### config.mk
export PLATFORM = sky130hd
export DESIGN_NAME = fsmc_mem_arbiter
export DESIGN_NICKNAME = d
export VERILOG_FILES = /design/src/rtl/fsmc_mem_arbiter.sv
export SDC_FILE = /design/constraint.sdc
export NUM_CORES = 1
export LEC_CHECK = 0
export BUFFER_PORTS_ARGS = -buffer_cell sky130_fd_sc_hd__buf_2
export CAP_MARGIN = 5
export CORE_UTILIZATION = 46
export CTS_CLUSTER_DIAMETER = 80
export DETAILED_ROUTE_END_ITERATION = 8
export HOLD_SLACK_MARGIN = 0.12
export PLACE_DENSITY = 0.84
export SLEW_MARGIN = 25
export SYNTH_ARGS = -nofsm -noshare
export SYNTH_HDL_FRONTEND = slang
export SYNTH_SLANG_ARGS = --single-unit
### constraint.sdc
create_clock -name clk -period 2 [get_ports clk]
set_input_delay 0.3 -clock clk [delete_from_list [all_inputs] [get_ports clk]]
set_output_delay 0.3 -clock clk [all_outputs]
set_load 0.03 [all_outputs]
### src/rtl/fsmc_mem_arbiter.sv
`default_nettype none
// +----------------------------------------------------------------------------+
// | Module   : fsmc_mem_arbiter                                                |
// | Purpose  : Shares the single-port FSMC buffer RAM between the host strobe  |
// |            path (auto-incrementing index) and one addressed device port.   |
// |            Optional macro FSMC_ARB_FAIR_EN adds a device fairness flag.    |
// | Revision : 1.0 - initial release                                           |
// +----------------------------------------------------------------------------+
module fsmc_mem_arbiter #(
    parameter int AW = 9,
    parameter int DW = 16
) (
    input  logic          clk,
    input  logic          reset,
    input  logic          host_wr,
    input  logic          host_rd,
    input  logic [1:0]    host_addr,
    input  logic [DW-1:0] host_wdata,
    output logic [DW-1:0] host_rdata,
    output logic [AW-1:0] index,
    output logic          host_busy,
    input  logic          dev_req,
    input  logic          dev_we,
    input  logic [AW-1:0] dev_addr,
    input  logic [DW-1:0] dev_wdata,
    output logic          dev_ack,
    output logic [DW-1:0] dev_rdata,
    output logic [AW-1:0] mem_addr,
    output logic          mem_we,
    output logic [DW-1:0] mem_wdata,
    input  logic [DW-1:0] mem_rdata
);

    localparam logic [1:0]    c_st_idle    = 2'd0;
    localparam logic [1:0]    c_st_host_wr = 2'd1;
    localparam logic [1:0]    c_st_host_rd = 2'd2;
    localparam logic [1:0]    c_st_dev     = 2'd3;
    localparam logic [AW-1:0] c_idx_one    = {{(AW-1){1'b0}}, 1'b1};

    logic [1:0]    r_state;
    logic [1:0]    w_state_nxt;
    logic          r_pend_wr;
    logic          r_pend_rd;
    logic [DW-1:0] r_wr_data;
    logic [AW-1:0] r_index;
    logic          r_rd_phase;
    logic          r_ack_phase;
    logic          r_ack_we;
    logic [DW-1:0] r_host_rdata;
    logic [DW-1:0] r_dev_rdata;

    logic w_strobe_wr;
    logic w_load_idx;
    logic w_req_wr;
    logic w_req_rd;
    logic w_dev_elig;
    logic w_dev_first;
    logic w_host_grant;
    logic w_in_host;

    // Raw strobes join arbitration directly so a host op can issue the very next cycle.
    assign w_strobe_wr  = host_wr && (host_addr == 2'b00);
    assign w_load_idx   = host_wr && host_addr[1];
    assign w_req_wr     = r_pend_wr || w_strobe_wr;
    assign w_req_rd     = r_pend_rd || host_rd;
    assign w_dev_elig   = dev_req && (r_state != c_st_dev);
    assign w_host_grant = (w_state_nxt == c_st_host_wr) || (w_state_nxt == c_st_host_rd);
    assign w_in_host    = (r_state == c_st_host_wr) || (r_state == c_st_host_rd);

`ifdef FSMC_ARB_FAIR_EN
    logic r_fair;

    assign w_dev_first = r_fair && w_dev_elig;

    always_ff @(posedge clk) begin
        if (reset) begin
            r_fair <= 1'b0;
        end else if (w_state_nxt == c_st_dev) begin
            r_fair <= 1'b0;
        end else if (w_host_grant && dev_req) begin
            r_fair <= 1'b1;
        end
    end
`else
    assign w_dev_first = 1'b0;
`endif

    always_comb begin
        w_state_nxt = c_st_idle;
        if (w_dev_first) begin
            w_state_nxt = c_st_dev;
        end else if (w_req_wr) begin
            w_state_nxt = c_st_host_wr;
        end else if (w_req_rd) begin
            w_state_nxt = c_st_host_rd;
        end else if (w_dev_elig) begin
            w_state_nxt = c_st_dev;
        end
    end

    always_ff @(posedge clk) begin
        if (reset) begin
            r_state      <= c_st_idle;
            r_pend_wr    <= 1'b0;
            r_pend_rd    <= 1'b0;
            r_wr_data    <= '0;
            r_index      <= '0;
            r_rd_phase   <= 1'b0;
            r_ack_phase  <= 1'b0;
            r_ack_we     <= 1'b0;
            r_host_rdata <= '0;
            r_dev_rdata  <= '0;
        end else begin
            r_state   <= w_state_nxt;
            r_pend_wr <= w_req_wr && (w_state_nxt != c_st_host_wr);
            r_pend_rd <= w_req_rd && (w_state_nxt != c_st_host_rd);
            if (w_strobe_wr) begin
                r_wr_data <= host_wdata;
            end
            // A load coinciding with a grant's exit overrides that grant's increment.
            if (w_load_idx) begin
                r_index <= host_wdata[AW-1:0];
            end else if (w_in_host) begin
                r_index <= r_index + c_idx_one;
            end
            r_rd_phase  <= (r_state == c_st_host_rd);
            r_ack_phase <= (r_state == c_st_dev);
            if (r_state == c_st_dev) begin
                r_ack_we <= dev_we;
            end
            if (r_rd_phase) begin
                r_host_rdata <= mem_rdata;
            end
            if (r_ack_phase && !r_ack_we) begin
                r_dev_rdata <= mem_rdata;
            end
        end
    end

    always_comb begin
        mem_addr  = '0;
        mem_we    = 1'b0;
        mem_wdata = '0;
        case (r_state)
            c_st_host_wr: begin
                mem_addr  = r_index;
                mem_we    = 1'b1;
                mem_wdata = r_wr_data;
            end
            c_st_host_rd: begin
                mem_addr = r_index;
            end
            c_st_dev: begin
                mem_addr = dev_addr;
                mem_we   = dev_we;
                if (dev_we) begin
                    mem_wdata = dev_wdata;
                end
            end
            default: begin
                mem_addr = '0;
            end
        endcase
    end

    // RAM data arrives in the ack cycle, so it is passed through then and held afterwards.
    assign dev_rdata  = (r_ack_phase && !r_ack_we) ? mem_rdata : r_dev_rdata;
    assign dev_ack    = r_ack_phase;
    assign host_rdata = r_host_rdata;
    assign index      = r_index;
    assign host_busy  = r_pend_wr || r_pend_rd || w_in_host;

endmodule
`default_nettype wire

==> results of run 1 <==
kinds of logic (layout without fill, tap and decap cells):
family | Yosys count | after routing | share of synthesized area, %
AOI/OAI and AO/OA | 55 | 55 | 13.53
xor gates and xnor gates | 8 | 8 | 2.483
adders and majority gates | 5 | 5 | 2.217
buffers and inverters | 26 | 160 | 4.435
DFF | 64 | 64 | 45.41
muxes | 33 | 33 | 13.75
other | 1 | 1 | 0.1329
and+or+nand+nor | 109 | 109 | 18.05
worst max path at each step:
| stage | endpoint | slack, ns | cells after the start |
|---|---|---|---|
| final | host_busy | 0.07 | 4 |
| after global routing | host_busy | -0.01 | 4 |
| after CTS | host_busy | -0.07 | 4 |
| after detailed placement | host_busy | 0.17 | 4 |
| after global placement | host_busy | 0.21 | 4 |
| after floorplan | mem_addr[0] | 0.12 | 6 |
sequential cells by signal, indices dropped and copies added, names as in the netlist:
| register | cells |
|---|---|
| dev_ack | 1 |
| host_rdata | 16 |
| index | 9 |
| r_ack_we | 1 |
| r_dev_rdata | 16 |
| r_pend_rd | 1 |
| r_pend_wr | 1 |
| r_rd_phase | 1 |
| r_state | 2 |
| r_wr_data | 16 |
power by group through the flow:
stage	sequential, W	clock [W]	combinational (W)
2_1_floorplan	0.00142	0	0.000229
3_3_place_gp	0.00139	0	0.000417
3_5_place_dp	0.00139	0	0.000426
4_1_cts	0.00136	0.00119	0.000429
5_1_grt	0.00137	0.00125	0.000478
6_report	0.00136	0.00116	0.000438
per-stage QoR:
step	cells	utilization (%)
2_1_floorplan	301	-
3_3_place_gp	493	59.45
3_5_place_dp	493	59.45
4_1_cts	509	63.08
5_1_grt	510	63.48
6_report	510	63.48
what timing repair did:
action | in CTS | in global routing
endpoints found under the hold margin | 0 | 0
setup buffers | 0 | 1
gates resized for setup | 2 | 5
endpoints found under the setup margin | 27 | 27
cell type report:
type	instances	area (um2)
Tap cell	75	93.84
Fill cell	530	2162
Inverter	3	11.26
Multi-Input combinational cell	211	1433
Timing Repair Buffer	141	725.7
Clock buffer	10	127.6
Clock inverter	6	83.83
Sequential cell	64	1284
worst max-delay path, stage by stage (launching register included):
cell and delay (ns):
dfxtp_2 0.35, inv_1 0.09, ha_4 0.31, or3_1 0.38, buf_2 0.18
routing by layer:
metal | part of all wire (%) | wire length (um) | GRT usage (%)
met1 | 47 | 3142 | 28.13
met2 | 47 | 3162 | 32.99
met3 | 4.4 | 292 | 3.409
met4 | 1.1 | 72 | 9.464
met5 | 0 | 0 | 0
placed cells by master, fill, tap and decap left out, types with 8 or more instances in the layout:
cell      count
a22oi_1       9
buf_2       133
nor2_1       37
mux2i_1      17
nand2_1      36
buf_4         8
nor2b_1      17
a22o_1       16
clkbuf_8      9
dfxtp_1      62
mux2_4       10
a21oi_1      20
==> impl_metrics.env, run 1 <==
export IMPL_status="completed"
export IMPL_maxCapViolCount=0
export IMPL_min_delay_path_depth=3
export IMPL_synth_most_common_cell="dfxtp_1"
export IMPL_clockBufferDepth=2
export IMPL_rsz0062_at_grt="true"
export IMPL_ys_ff_latch=64
export IMPL_syn_inst=301
export IMPL_core_um2=5921
export IMPL_r2r_cells=6
export IMPL_grt_max_degree=36
export IMPL_first_pass_iters=4
export IMPL_period_share_pct=96.53
export IMPL_drive_above_1_share_pct=41.15
export IMPL_synth_warnings=0
export IMPL_p_clk_share_pct=39.3
export IMPL_min_to="r_wr_data[15]"
export IMPL_rrSetupSlack_ns=0.48
export IMPL_portBuffers=133
export IMPL_dieArea_um2=6451
export IMPL_drt_initial_drc_count=86
export IMPL_cp_required_ns=1.70
export IMPL_grt_overflow=0
export IMPL_path_class="flop to output pin"
export IMPL_synthFlopType="dfxtp_1"
export IMPL_syn_area_per_cell_um2=9.374
export IMPL_synthArstFlopShare_pct=0
export IMPL_diodes=0
export IMPL_nets=500
export IMPL_synth_area_um2=2821
export IMPL_final_setup_tns_ns=0
export IMPL_sw_frac_of_total_pct=25.95
export IMPL_hold_violations=0
export IMPL_holdBufCountCts=0
export IMPL_die_w_um=80.32
export IMPL_p_comb_share_pct=14.8
export IMPL_start_util_pct=47.65
export IMPL_grt_pass1_vias=2210
export IMPL_hold_path_class="input pin to flop"
export IMPL_drtAntennaViolNets=0
export IMPL_ioPinCount=134
export IMPL_hpwlAfterDp_mm=4.775
export IMPL_wire_per_inst_um=13.08
export IMPL_yosys_area_top_type="dfxtp_1"
export IMPL_synthTopCellsByCount="64 x dfxtp_1, 37 x nor2_1, 36 x nand2_1"
export IMPL_power_total_w=0.002962
export IMPL_vias_per_cell=4.984
export IMPL_r2r_end="index[5]"
export IMPL_setup_viol=0
export IMPL_num_vias=2542
export IMPL_timing_fmax_mhz=518.0
export IMPL_finalMaxSlewViolations=0
export IMPL_cts_tree="built"
export IMPL_area_delta_synth_final_pct=33.21
export IMPL_htree_levels=3
export IMPL_powerDensity_nw_per_um2=788.1
export IMPL_slew_headroom_pct=57.32
export IMPL_critical_path_arrival_ns=1.63
export IMPL_dieHeight_um=80.32
export IMPL_antenna_found_initial=0
export IMPL_cp_start_kind="flop"
export IMPL_cp_max_fo=15
export IMPL_finalCriticalPeriod_ns=1.931
export IMPL_cts_sinks=64
export IMPL_layout_setup_ws_ns=0.06936
export IMPL_ys_seq_area_share_pct=45.41
export IMPL_drt_total_wl_mm=6.671
export IMPL_endpoint_kind="output pin"
export IMPL_power_switching_w=0.0007687
export IMPL_critPathLaunch="r_state[0]"
export IMPL_synth_edff_count=0
export IMPL_grtUsageTotal_pct=20.99
export IMPL_ys_top_cells_by_area="dfxtp_1 45%, mux2i_1 6.0%, mux2_4 5.3%"
export IMPL_p_int_w=0.002193
export IMPL_finClkSkew_ns=0.007346
export IMPL_gp_congestion=0.8463
export IMPL_path_clk_slew_ns=0.07
export IMPL_holdWs_ns=0.2114
export IMPL_leakage_nw=1.804
export IMPL_synth_nets=371
export IMPL_dpl_cell_area_um2=3520
export IMPL_cts_buffers=9
export IMPL_timing_rr_start="r_state[0]"
export IMPL_ys_types=33
export IMPL_pwr_share_seq_pct=45.9
export IMPL_worst_slew_pin_slew_ns=0.6402
export IMPL_hold_start="host_wdata[15]"
export IMPL_rows=28
export IMPL_ir_drop_mv=0.4296
export IMPL_drc=0
export IMPL_dp_slack_ns=0.1714
export IMPL_final_area_um2=3759
export IMPL_cts_root_buf="clkbuf_8"
export IMPL_synth_top_area_share_pct=45.41
export IMPL_grt_pass1_wl_mm=10.40
export IMPL_clock_latency_ns=0.32
No activity file was read; power rests on OpenSTA's default activity.
==> inputs of run 2 (changes only) <==
--- a/config.mk
+++ b/config.mk
@@ -11,7 +11,7 @@
 export CTS_CLUSTER_DIAMETER = 80
 export DETAILED_ROUTE_END_ITERATION = 8
 export HOLD_SLACK_MARGIN = 0.12
-export PLACE_DENSITY = 0.84
+export PLACE_DENSITY_LB_ADDON = 0.3
 export SLEW_MARGIN = 25
 export SYNTH_ARGS = -nofsm -noshare
 export SYNTH_HDL_FRONTEND = slang
==> impl_metrics.env, run 2 (synthesis gave the netlist of run 1 again) <==
export IMPL_layout_common_cells="133 x buf_2, 63 x dfxtp_1, 37 x nor2_1"
export IMPL_final_setup_tns_ns=0
export IMPL_slowest_delay_ns=0.37
export IMPL_pwr_share_seq_pct=47.7
export IMPL_r2r_cells=6
export IMPL_hold_violations=0
export IMPL_cts_root_buf="clkbuf_8"
export IMPL_postCtsSetupBuffers=0
export IMPL_timing_fmax_mhz=526.8
export IMPL_finClkSkew_ns=0.005440
export IMPL_cp_required_ns=1.70
export IMPL_htree_levels=3
export IMPL_slew_headroom_pct=58.79
export IMPL_regArea_um2=1282
export IMPL_rrSetupSlack_ns=0.39
export IMPL_dieHeight_um=80.32
export IMPL_antenna_found_initial=0
export IMPL_ioPinCount=134
export IMPL_path_clk_slew_ns=0.07
export IMPL_worst_slew_pin_slew_ns=0.6181
export IMPL_dr_wl_met2_mm=3.282
export IMPL_cts_sinks=64
export IMPL_clockBufferDepth=2
export IMPL_cts_buffers=9
export IMPL_grt_pass1_wl_mm=10.33
export IMPL_dieArea_um2=6451
export IMPL_drive_above_1_share_pct=40.51
export IMPL_multi_input_comb_area_um2=1433
export IMPL_final_area_um2=3730
export IMPL_endpoint_kind="output pin"
export IMPL_cts_tree="built"
export IMPL_dr_wl_met3_um=310
export IMPL_first_pass_iters=4
export IMPL_cp_start_kind="flop"
export IMPL_dr_max_layer_used="met4"
export IMPL_grt_max_degree=33
export IMPL_p_comb_share_pct=15.3
export IMPL_hold_path_class="input pin to flop"
export IMPL_num_vias=2568
export IMPL_hpwlAfterDp_mm=4.761
export IMPL_vias_per_cell=5.065
export IMPL_drt_total_wl_mm=6.734
export IMPL_grt_pass1_vias=2274
export IMPL_crit_path_end="host_busy"
export IMPL_path_cells="inv_1 -> ha_4 -> or3_1 -> buf_2"
export IMPL_p_clk_share_pct=37.0
export IMPL_area_delta_synth_final_pct=32.20
export IMPL_status="completed"
export IMPL_rows=28
export IMPL_fillers=521
export IMPL_setup_viol=0
export IMPL_dpl_cell_area_um2=3525
export IMPL_maxCapViolCount=0
export IMPL_wire_per_inst_um=13.28
export IMPL_period_share_pct=94.91
export IMPL_sw_frac_of_total_pct=26.69
export IMPL_gp_congestion=0.8196
export IMPL_path_class="flop to output pin"
export IMPL_p_int_w=0.002088
export IMPL_power_switching_w=0.0007604
export IMPL_cp_max_fo=12
export IMPL_layout_commonest_cell="buf_2"
export IMPL_drtAntennaViolNets=0
export IMPL_dp_cells=492
export IMPL_die_w_um=80.32
export IMPL_dp_slack_ns=0.1559
export IMPL_finalMaxSlewViolations=0
export IMPL_grt_overflow=0
export IMPL_clock_latency_ns=0.32
export IMPL_critical_path_arrival_ns=1.60
export IMPL_holdBufCountCts=0
export IMPL_layout_setup_ws_ns=0.1018
export IMPL_rsz0062_at_grt="false"
export IMPL_leakage_nw=1.787
export IMPL_core_um2=5921
export IMPL_final_cells=507
export IMPL_r2r_end="index[5]"
export IMPL_drt_initial_drc_count=85
export IMPL_portBuffers=133
export IMPL_power_total_w=0.002849
export IMPL_powerDensity_nw_per_um2=763.8
export IMPL_start_util_pct=47.65
export IMPL_nets=498
export IMPL_critPathLaunch="r_state[0]"
export IMPL_crit_slowest_cell="or3_1"
export IMPL_ir_drop_mv=0.4125
export IMPL_drc=0
export IMPL_met1_length_mm=3.051
export IMPL_diodes=0
export IMPL_grtUsageTotal_pct=21.21
export IMPL_finalCriticalPeriod_ns=1.898
export IMPL_timing_rr_start="r_state[1]"
[run 2: cell types whose count changed in the layout (fill, tap and decap cells not counted), sizes merged]
| cell | delta |
|---|---|
| bufinv | -1 |
| clkbuf | +1 |
| clkinv | -1 |
| buf | -2 |
[run 2: final cells by class]
class / count / area share [%]
multi-input cells: 211 / 38.41
clock buffers: 11 / 3.791
well taps: 75 / 2.516
clock inverters: 4 / 1.208
repair buffers: 139 / 19.39
flip-flops and latches: 64 / 34.38
inverters: 3 / 0.3019
[run 2: worst max-delay path, delay by kind of cell, from the launching register on]
kind,cells,cell delay [ns]
flip-flops,1,0.34
adder cells (fa/ha/maj),1,0.29
buffers and inverters,2,0.26
AND/OR/NAND/NOR,1,0.37
[run 2: metrics by stage]
step	util, %	hold WS (ns)
finish	63.00	0.2080
global route	63.00	0.2077
CTS	62.95	0.2013
detailed placement	59.53	0.4496
global placement	59.53	0.4450
floorplan	-	0.4221
[run 2: power by group through the flow]
stage          clock [W]  sequential, W  combinational [W]
2_1_floorplan          0        0.00142           0.000229
3_3_place_gp           0        0.00139           0.000417
3_5_place_dp           0        0.00139           0.000424
4_1_cts          0.00108        0.00136           0.000436
5_1_grt          0.00114        0.00136           0.000471
6_report         0.00105        0.00136           0.000434
[run 2: how the worst min path moves through the flow]
stage | cells past startpoint | slack [ns] | endpoint | startpoint
after floorplan | 1 | 0.42 | r_state[1] | r_pend_wr
after global placement | 2 | 0.45 | r_wr_data[9] | r_wr_data[9]
after detailed placement | 2 | 0.45 | r_wr_data[13] | r_wr_data[13]
after CTS | 3 | 0.20 | r_wr_data[11] | host_wdata[11]
after global routing | 3 | 0.21 | r_wr_data[14] | host_wdata[14]
final | 3 | 0.21 | r_wr_data[11] | host_wdata[11]
[run 2: timing repair]
action,4_1_cts,5_1_grt
resized for setup,4,2
gates cloned,0,0
setup endpoints to repair,27,10
[run 2: routing by layer]
layer / global-route usage (%) / vias to the layer above
li1: - / 1295
met1: 25.40 / 1189
met2: 35.21 / 77
met3: 5.455 / 7
met4: 10.18 / 0
met5: 0 / -
